`src/rtl/pcap_frame_proc_if.sv`:
```
// pcap_frame_proc bus: system-bus bits, framing config and positions in,
// processed positions, capture strobe and status out.
interface pcap_frame_proc_if #(
  parameter int NPOS = 4
);
  logic                enable_i;
  logic                frame_i;
  logic                capture_i;
  logic                framing_en_i;
  logic [2*NPOS-1:0]   frame_mode_i;
  logic [32*NPOS-1:0]  posn_i;
  logic [32*NPOS-1:0]  posn_o;
  logic                capture_o;
  logic                active_o;
  logic                frame_open_o;
  logic                error_o;

  modport master (
    output enable_i, frame_i, capture_i,
    output framing_en_i, frame_mode_i, posn_i,
    input  posn_o, capture_o, active_o,
    input  frame_open_o, error_o
  );

  modport slave (
    input  enable_i, frame_i, capture_i,
    input  framing_en_i, frame_mode_i, posn_i,
    output posn_o, capture_o, active_o,
    output frame_open_o, error_o
  );
endinterface

```
`src/rtl/pcap_frame_proc.sv`:
```
// PCAP frame processing: raw / frame-delta / frame-midpoint positions.
// Ports: clk_i, reset_i (sync, active-high), bus (slave side).
module pcap_frame_proc #(
  parameter int NPOS = 4
) (
  input  logic             clk_i,
  input  logic             reset_i,
  pcap_frame_proc_if.slave bus
);

  typedef enum logic [1:0] {
    S_IDLE,
    S_ARMED,
    S_OPEN
  } state_t;

  state_t state_q, state_d;

  logic en_d, fr_d, cap_d;
  logic rise_en, rise_fr, rise_cap;
  logic was_open;

  logic [32*NPOS-1:0] start_q, start_d;
  logic [32*NPOS-1:0] posn_q, posn_d;
  logic cap_q, cap_n;
  logic err_q, err_n;

  function automatic logic [31:0] proc(
    input logic [1:0]  md,
    input logic [31:0] cur,
    input logic [31:0] st
  );
    logic [31:0] r;
    unique case (1'b1)
      md == 2'b01: r = cur - st;
      // 33-bit sum so the midpoint never overflows
      md == 2'b10: r = 32'(($signed({cur[31], cur})
                       + $signed({st[31], st})) >>> 1);
      default:     r = cur;
    endcase
    return r;
  endfunction

  assign rise_en  = bus.enable_i  & ~en_d;
  assign rise_fr  = bus.frame_i   & ~fr_d;
  assign rise_cap = bus.capture_i & ~cap_d;

  // an enable rise closes any frame before capture is judged
  assign was_open = (state_q == S_OPEN) && !rise_en;

  always_comb begin
    state_d = state_q;
    start_d = start_q;
    posn_d  = posn_q;
    cap_n   = 1'b0;
    err_n   = err_q;
    if (!bus.enable_i) begin
      state_d = S_IDLE;
    end else begin
      if (rise_en) begin
        state_d = S_ARMED;
        err_n   = 1'b0;
      end
      if (!bus.framing_en_i) begin
        if (rise_cap) begin
          cap_n  = 1'b1;
          posn_d = bus.posn_i;
        end
      end else begin
        if (rise_cap) begin
          if (was_open) begin
            cap_n = 1'b1;
            for (int k = 0; k < NPOS; k++) begin
              posn_d[32*k +: 32] = proc(
                bus.frame_mode_i[2*k +: 2],
                bus.posn_i[32*k +: 32],
                start_q[32*k +: 32]);
            end
          end else begin
            err_n = 1'b1;
          end
        end
        // reload after the capture so it sees the old start
        if (rise_fr) begin
          start_d = bus.posn_i;
          state_d = S_OPEN;
        end
      end
    end
  end

  always_ff @(posedge clk_i) begin
    if (reset_i) begin
      state_q <= S_IDLE;
    end else begin
      state_q <= state_d;
    end
  end

  always_ff @(posedge clk_i) begin
    if (reset_i) begin
      en_d    <= 1'b0;
      fr_d    <= 1'b0;
      cap_d   <= 1'b0;
      start_q <= '0;
      posn_q  <= '0;
      cap_q   <= 1'b0;
      err_q   <= 1'b0;
    end else begin
      en_d    <= bus.enable_i;
      fr_d    <= bus.frame_i;
      cap_d   <= bus.capture_i;
      start_q <= start_d;
      posn_q  <= posn_d;
      cap_q   <= cap_n;
      err_q   <= err_n;
    end
  end

  assign bus.posn_o       = posn_q;
  assign bus.capture_o    = cap_q;
  assign bus.error_o      = err_q;
  assign bus.active_o     = (state_q != S_IDLE);
  assign bus.frame_open_o = (state_q == S_OPEN);

endmodule
```
`src/flat_wrapper.sv`:
```
// flat-port wrapper written by rule: the top's interface ports become plain ports
module pcap_frame_proc_flat 
#(
  parameter int NPOS = 4
)
  (clk_i, reset_i, bus_enable_i, bus_frame_i, bus_capture_i, bus_framing_en_i, bus_frame_mode_i, bus_posn_i, bus_posn_o, bus_capture_o, bus_active_o, bus_frame_open_o, bus_error_o);
  pcap_frame_proc_if #(.NPOS(NPOS)) bus_i ();
  input  logic clk_i;
  input  logic reset_i;
  input wire logic [$bits(bus_i.enable_i)-1:0] bus_enable_i;
  input wire logic [$bits(bus_i.frame_i)-1:0] bus_frame_i;
  input wire logic [$bits(bus_i.capture_i)-1:0] bus_capture_i;
  input wire logic [$bits(bus_i.framing_en_i)-1:0] bus_framing_en_i;
  input wire logic [$bits(bus_i.frame_mode_i)-1:0] bus_frame_mode_i;
  input wire logic [$bits(bus_i.posn_i)-1:0] bus_posn_i;
  output wire logic [$bits(bus_i.posn_o)-1:0] bus_posn_o;
  output wire logic [$bits(bus_i.capture_o)-1:0] bus_capture_o;
  output wire logic [$bits(bus_i.active_o)-1:0] bus_active_o;
  output wire logic [$bits(bus_i.frame_open_o)-1:0] bus_frame_open_o;
  output wire logic [$bits(bus_i.error_o)-1:0] bus_error_o;
  assign bus_i.enable_i = bus_enable_i;
  assign bus_i.frame_i = bus_frame_i;
  assign bus_i.capture_i = bus_capture_i;
  assign bus_i.framing_en_i = bus_framing_en_i;
  assign bus_i.frame_mode_i = bus_frame_mode_i;
  assign bus_i.posn_i = bus_posn_i;
  assign bus_posn_o = bus_i.posn_o;
  assign bus_capture_o = bus_i.capture_o;
  assign bus_active_o = bus_i.active_o;
  assign bus_frame_open_o = bus_i.frame_open_o;
  assign bus_error_o = bus_i.error_o;
  pcap_frame_proc #(.NPOS(NPOS)) u_core (.clk_i(clk_i), .reset_i(reset_i), .bus(bus_i));
endmodule
```
`config.mk`:
```
export PLATFORM = sky130hd
export DESIGN_NAME = pcap_frame_proc_flat
export DESIGN_NICKNAME = d
export VERILOG_FILES = /design/src/rtl/pcap_frame_proc_if.sv /design/src/rtl/pcap_frame_proc.sv /design/src/flat_wrapper.sv
export SDC_FILE = /design/constraint.sdc
export NUM_CORES = 1
export LEC_CHECK = 0
export ABC_AREA = 1
export CORE_MARGIN = 4
export CORE_UTILIZATION = 55
export CTS_BUF_LIST = sky130_fd_sc_hd__clkbuf_2 sky130_fd_sc_hd__clkbuf_4 sky130_fd_sc_hd__clkbuf_8
export DETAILED_ROUTE_END_ITERATION = 10
export PLACE_DENSITY = 0.91
export SYNTH_ARGS = -nofsm -noshare
export SYNTH_HDL_FRONTEND = slang
export SYNTH_SLANG_ARGS = --single-unit
```
`constraint.sdc`:
```
create_clock -name clk_i -period 2 [get_ports clk_i]
set_input_delay 0.2 -clock clk_i [delete_from_list [all_inputs] [get_ports clk_i]]
set_output_delay 0.2 -clock clk_i [all_outputs]
set_load 0.03 [all_outputs]
```
==> reports/metrics.yaml, run 1 <==
sta:
  worst_endpoint: "u_core.bus.posn_o[54]$_SDFFE_PP0P_/D"
  worstEpCategory: "register data pin"
synth:
  synth_ff_type: "dfxtp_1"
  synth_adder_area_share_pct: 10.7
  yosysWarnings: 0
  synth_common_cells: "nand2_1, inv_1, a21oi_1"
  ys_seq_elements: 263
  synth-edff-count: 0
  synth.area.mux_share_pct: 0
  synth_nets: 6220
  synth_cells: 5810
  synth-compound-area-share_pct: 14.4
  synth_xor_xnor_area_share_pct: 0.356
  yosysTopAreaCell: "nand2_1"
  syn_area_um2: 31900
  seq_area_frac_synth_pct: 16.5
  synthDistinctLibCells: 43
  synth_async_sr_flop_share_pct: 0
  yosys.area.top_type_share_pct: 22.1
  synth.area.top_cells: "nand2_1, dfxtp_1, inv_1"
  syn_avg_cell_area_um2: 5.50
  synth_simple_gate_area_share_pct: 40.2
  synth_top_family_by_area: "simple AND/OR/NAND/NOR gates"
  yosysMostFrequentCell: "nand2_1"
place:
  io_buffer_count: 273
  dpl.hpwl_mm: 106
  pre_cts_slack_ps: -829
  gp_congestion: 1.04
floorplan:
  std_cell_rows: 88
  start_util_pct: 55.5
  die_y_um: 249
  ioPinCount: 274
  die_width_um: 249
clock_tree:
  root_buffer: "clkbuf_8"
  cts.sinks: 263
  htree_levels: 2
  numCtsBuffers: 50
  cts_buffer_depth: 3
grt:
  overflow: 10
  grt_max_degree: 126
  grtUsageTotal_pct: 71.0
outcome:
  error: "[ERROR GRT-0232] Routing congestion too high. Check the congestion heatmap in the GUI."
  failing_step: "global routing"
  status: "aborted with a tool error"
[routing by layer]
layer	GRT overflow	GRT usage (%)
met2	1	88.5
met5	2	29.3
met4	3	65.6
met1	0	70.3
met3	4	58.2
[metrics by stage]
step / utilization, % / hold slack (ps) / cell area, um2 / std cells
CTS: 82.4 / 97.7 / 47500 / 7669
detailed placement: 71.3 / 439 / 41100 / 7477
global placement: 71.3 / 421 / 41100 / 7477
floorplan: - / 325 / 31900 / 5810
[what timing repair did]
item | CTS
hold buffers | 1
buffers inserted | 107
endpoints found under the hold margin | 2
pin swaps | 407
setup endpoints to repair | 148
gates resized for setup | 1253
[cell families after synthesis]
logic type | count (synthesis)
compound gates | 858
xor+xnor | 13
fa+ha+maj | 268
buf+inv | 1379
flops | 263
simple gates | 3029
==> inputs of run 2 (changes only) <==
Settings changed: CORE_UTILIZATION 55 to 40, CTS_BUF_LIST sky130_fd_sc_hd__clkbuf_2 sky130_fd_sc_hd__clkbuf_4 sky130_fd_sc_hd__clkbuf_8 to unset, PLACE_DENSITY 0.91 to unset, PLACE_DENSITY_LB_ADDON set to 0.15.
Clock period 2 ns to 2.6 ns, I/O delays scaled along.
==> run 2 against run 1 <==
Against the previous run: the flow now finishes without violations; area after synthesis did not move; synthesized cell count did not move.
==> reports/metrics.yaml, run 2 <==
worst_setup_path:
  crit_required_ps: 3020
  arrival_ps: 2850
  critPathLaunchType: "flip-flop"
  crit_path_max_fanout: 9
  critPathLaunch: "u_core.start_q[103]"
  crit_type: "flip-flop to flip-flop"
  cp-end-kind: "flip-flop"
  r2r-start: "u_core.start_q[103]"
synth:
  synth_common_cells: "nand2_1, inv_1, a21oi_1"
  syn_avg_cell_area_um2: 5.50  # unchanged
  yosys.area.top_type_share_pct: 22.1  # unchanged
  synth.area.top_cells: "nand2_1, dfxtp_1, inv_1"
  ys_seq_elements: 263  # unchanged
  seq_area_frac_synth_pct: 16.5  # unchanged
  syn_area_um2: 31900  # unchanged
  yosysMostFrequentCell: "nand2_1"
  synth_ff_type: "dfxtp_1"
  synth_async_sr_flop_share_pct: 0  # unchanged
  synth_cells: 5810  # unchanged
  yosysTopAreaCell: "nand2_1"
  synthDistinctLibCells: 43  # unchanged
  synth_nets: 6220  # unchanged
  synth-edff-count: 0  # unchanged
  yosysWarnings: 0  # unchanged
finish:
  final_common_cell: "nand2_1"
  finalNonFillerCells: 7581
  layout_common_cells: "nand2_1, inv_1, buf_4, a21oi_1, nand3_1"
  drive_above_1_share_pct: 14.0
  nFillCells: 8574
  area_growth_pct: 27.5
  final_nets: 6913
drt:
  viasPerCell: 4.94
  drt_iter0_drc: 2766
  wl_mm: 129
  vias: 37500
  drc: 0
  drt-pass1-iter-count: 6
  ant_nets: 0
  wire_per_inst_um: 17.0
sta:
  fmax_mhz: 410
  worstMarginPinSlew_ps: 695
  setup_viol: 0
  max_slew_margin_pct: 53.5
  hold_viol: 0
  fin_worst_skew_ps: 18.9
  rsz0062_at_grt: "false"
  maxSlewViolCount: 0
  setup-tns-final_ps: 0
  finalCritPeriodShare_pct: 93.7
  min_period_ps: 2440
clock_tree:
  clkTransAtPathRegs_ps: 70
  root_buffer: "clkbuf_16"
  cts_buffer_depth: 3  # unchanged
  clkLatencyLatePin_ps: 580
  holdBufCountCts: 0  # -1
  cts_tree: "yes"
  htree_levels: 2  # unchanged
  cts.sinks: 263  # unchanged
  numCtsBuffers: 36  # -28%
floorplan:
  die_y_um: 291  # +17%
  std_cell_rows: 103  # +17%
  dieArea_um2: 84400
  ioPinCount: 274  # unchanged
  coreArea_um2: 79100
  die_width_um: 291  # +17%
  start_util_pct: 40.4  # -15 points
grt:
  grt_max_degree: 74
  grt_first_pass_wirelength_mm: 197
  grt_pass1_vias: 34900
  antenna_found_initial: 8
  grtUsageTotal_pct: 29.2
  overflow: 0
worst_hold_path:
  hold_path_class: "primary input to flip-flop"
  hp-start: "reset_i"
pwr:
  cellPowerDensity_nw_per_um2: 395
  power_leakage_uw: 0.0217
  vdd_drop_max_mv: 0.561
outcome:
  status: "finished clean"
place:
  dpl.hpwl_mm: 105  # -0.63%
  dp.cells: 7515  # +0.51%
  io_buffer_count: 273  # unchanged
  gp_congestion: 0.982  # -5.5%
flow_run:
  drv_cap: 0
run 2: cell counts after synthesis:
No cell type changed its count.
run 2: what timing repair did:
| item | in CTS | in global routing |
|---|---|---|
| resized for setup | 0 | 18 |
| buffers inserted | 0 | 0 |
| setup endpoints to repair | 0 | 11 |
| endpoints found under the hold margin | 0 | 0 |
run 2: metrics by stage:
| stage | hold slack [ps] | worst slack [ps] | area, um2 | power [uW] | util (%) |
|---|---|---|---|---|---|
| after CTS | 72.8 | 173 | 40700 | 16200 | 51.4 |
| after detailed placement | 418 | -225 | 39500 | 10800 | 49.9 |
| after global placement | 417 | -227 | 39500 | 10800 | 49.9 |
| final | 91.5 | 164 | 40700 | 16100 | 51.5 |
| after floorplan | 385 | 605 | 31900 | 8150 | - |
| after global routing | 102 | 1.77 | 40700 | 17000 | 51.5 |
run 2: logic make-up after synthesis:
family	after synthesis	share of synthesized area [%]
adder cells (fa/ha/maj)	268	10.7
AO/OA/AOI/OAI	858	14.4
flip-flops	263	16.5
buffers and inverters	1379	18.0
XOR/XNOR	13	0.356
AND/OR/NAND/NOR	3029	40.2
run 2: path summary, 6_finish.rpt:
check / to / slack [ps] / depth (start not counted)
worst min-delay path: u_core.bus.posn_o[63] / 90 / 2
worst max register to register: u_core.bus.posn_o[120] / 160 / 17
worst min register to register: u_core.state_q[0] / 430 / 1
worst max-delay path: u_core.bus.posn_o[120] / 160 / 17
run 2: worst max-delay path, stage by stage (launching register included):
cell	delay, ps
dfxtp_1	330
inv_1	60
ha_1	520
nand2_1	170
inv_1	90
nand2_1	50
nand2_1	80
inv_1	40
nand2_1	180
nand2_1	170
nand3_1	130
nand2_1	50
nand3_1	100
nand2_1	90
inv_1	60
nand2_1	50
nand2_1	50
a21oi_1	50
run 2: area by class of cell:
cell class | instances | area [um2] | share of cell area, %
Tap cell | 1050 | 1310 | 3.22
Multi-Input combinational cell | 4168 | 21000 | 51.6
Inverter | 1147 | 4310 | 10.6
Timing Repair Buffer | 887 | 7610 | 18.7
Antenna cell | 5 | 12.5 | 0.0307
Sequential cell | 263 | 5270 | 12.9
Clock buffer | 46 | 1030 | 2.53
Clock inverter | 15 | 173 | 0.424
run 2: power by group:
| group | switching [uW] | leakage, uW | internal, uW | total (uW) |
|---|---|---|---|---|
| Combinational | 3980 | 0.0190 | 2560 | 6550 |
| Clock | 2120 | 0.000588 | 3090 | 5210 |
| Sequential | 120 | 0.00214 | 4200 | 4320 |
run 2: metal layers:
metal | vias to the layer above | routed length (um) | global-route usage [%]
li1 | 19400 | - | -
met3 | 174 | 9300 | 5.07
met1 | 16800 | 60900 | 41.1
met2 | 1128 | 54700 | 45.8
met4 | 6 | 3860 | 8.36
met5 | - | 37 | 0
Note: power is estimated with default switching activity, not from simulation.
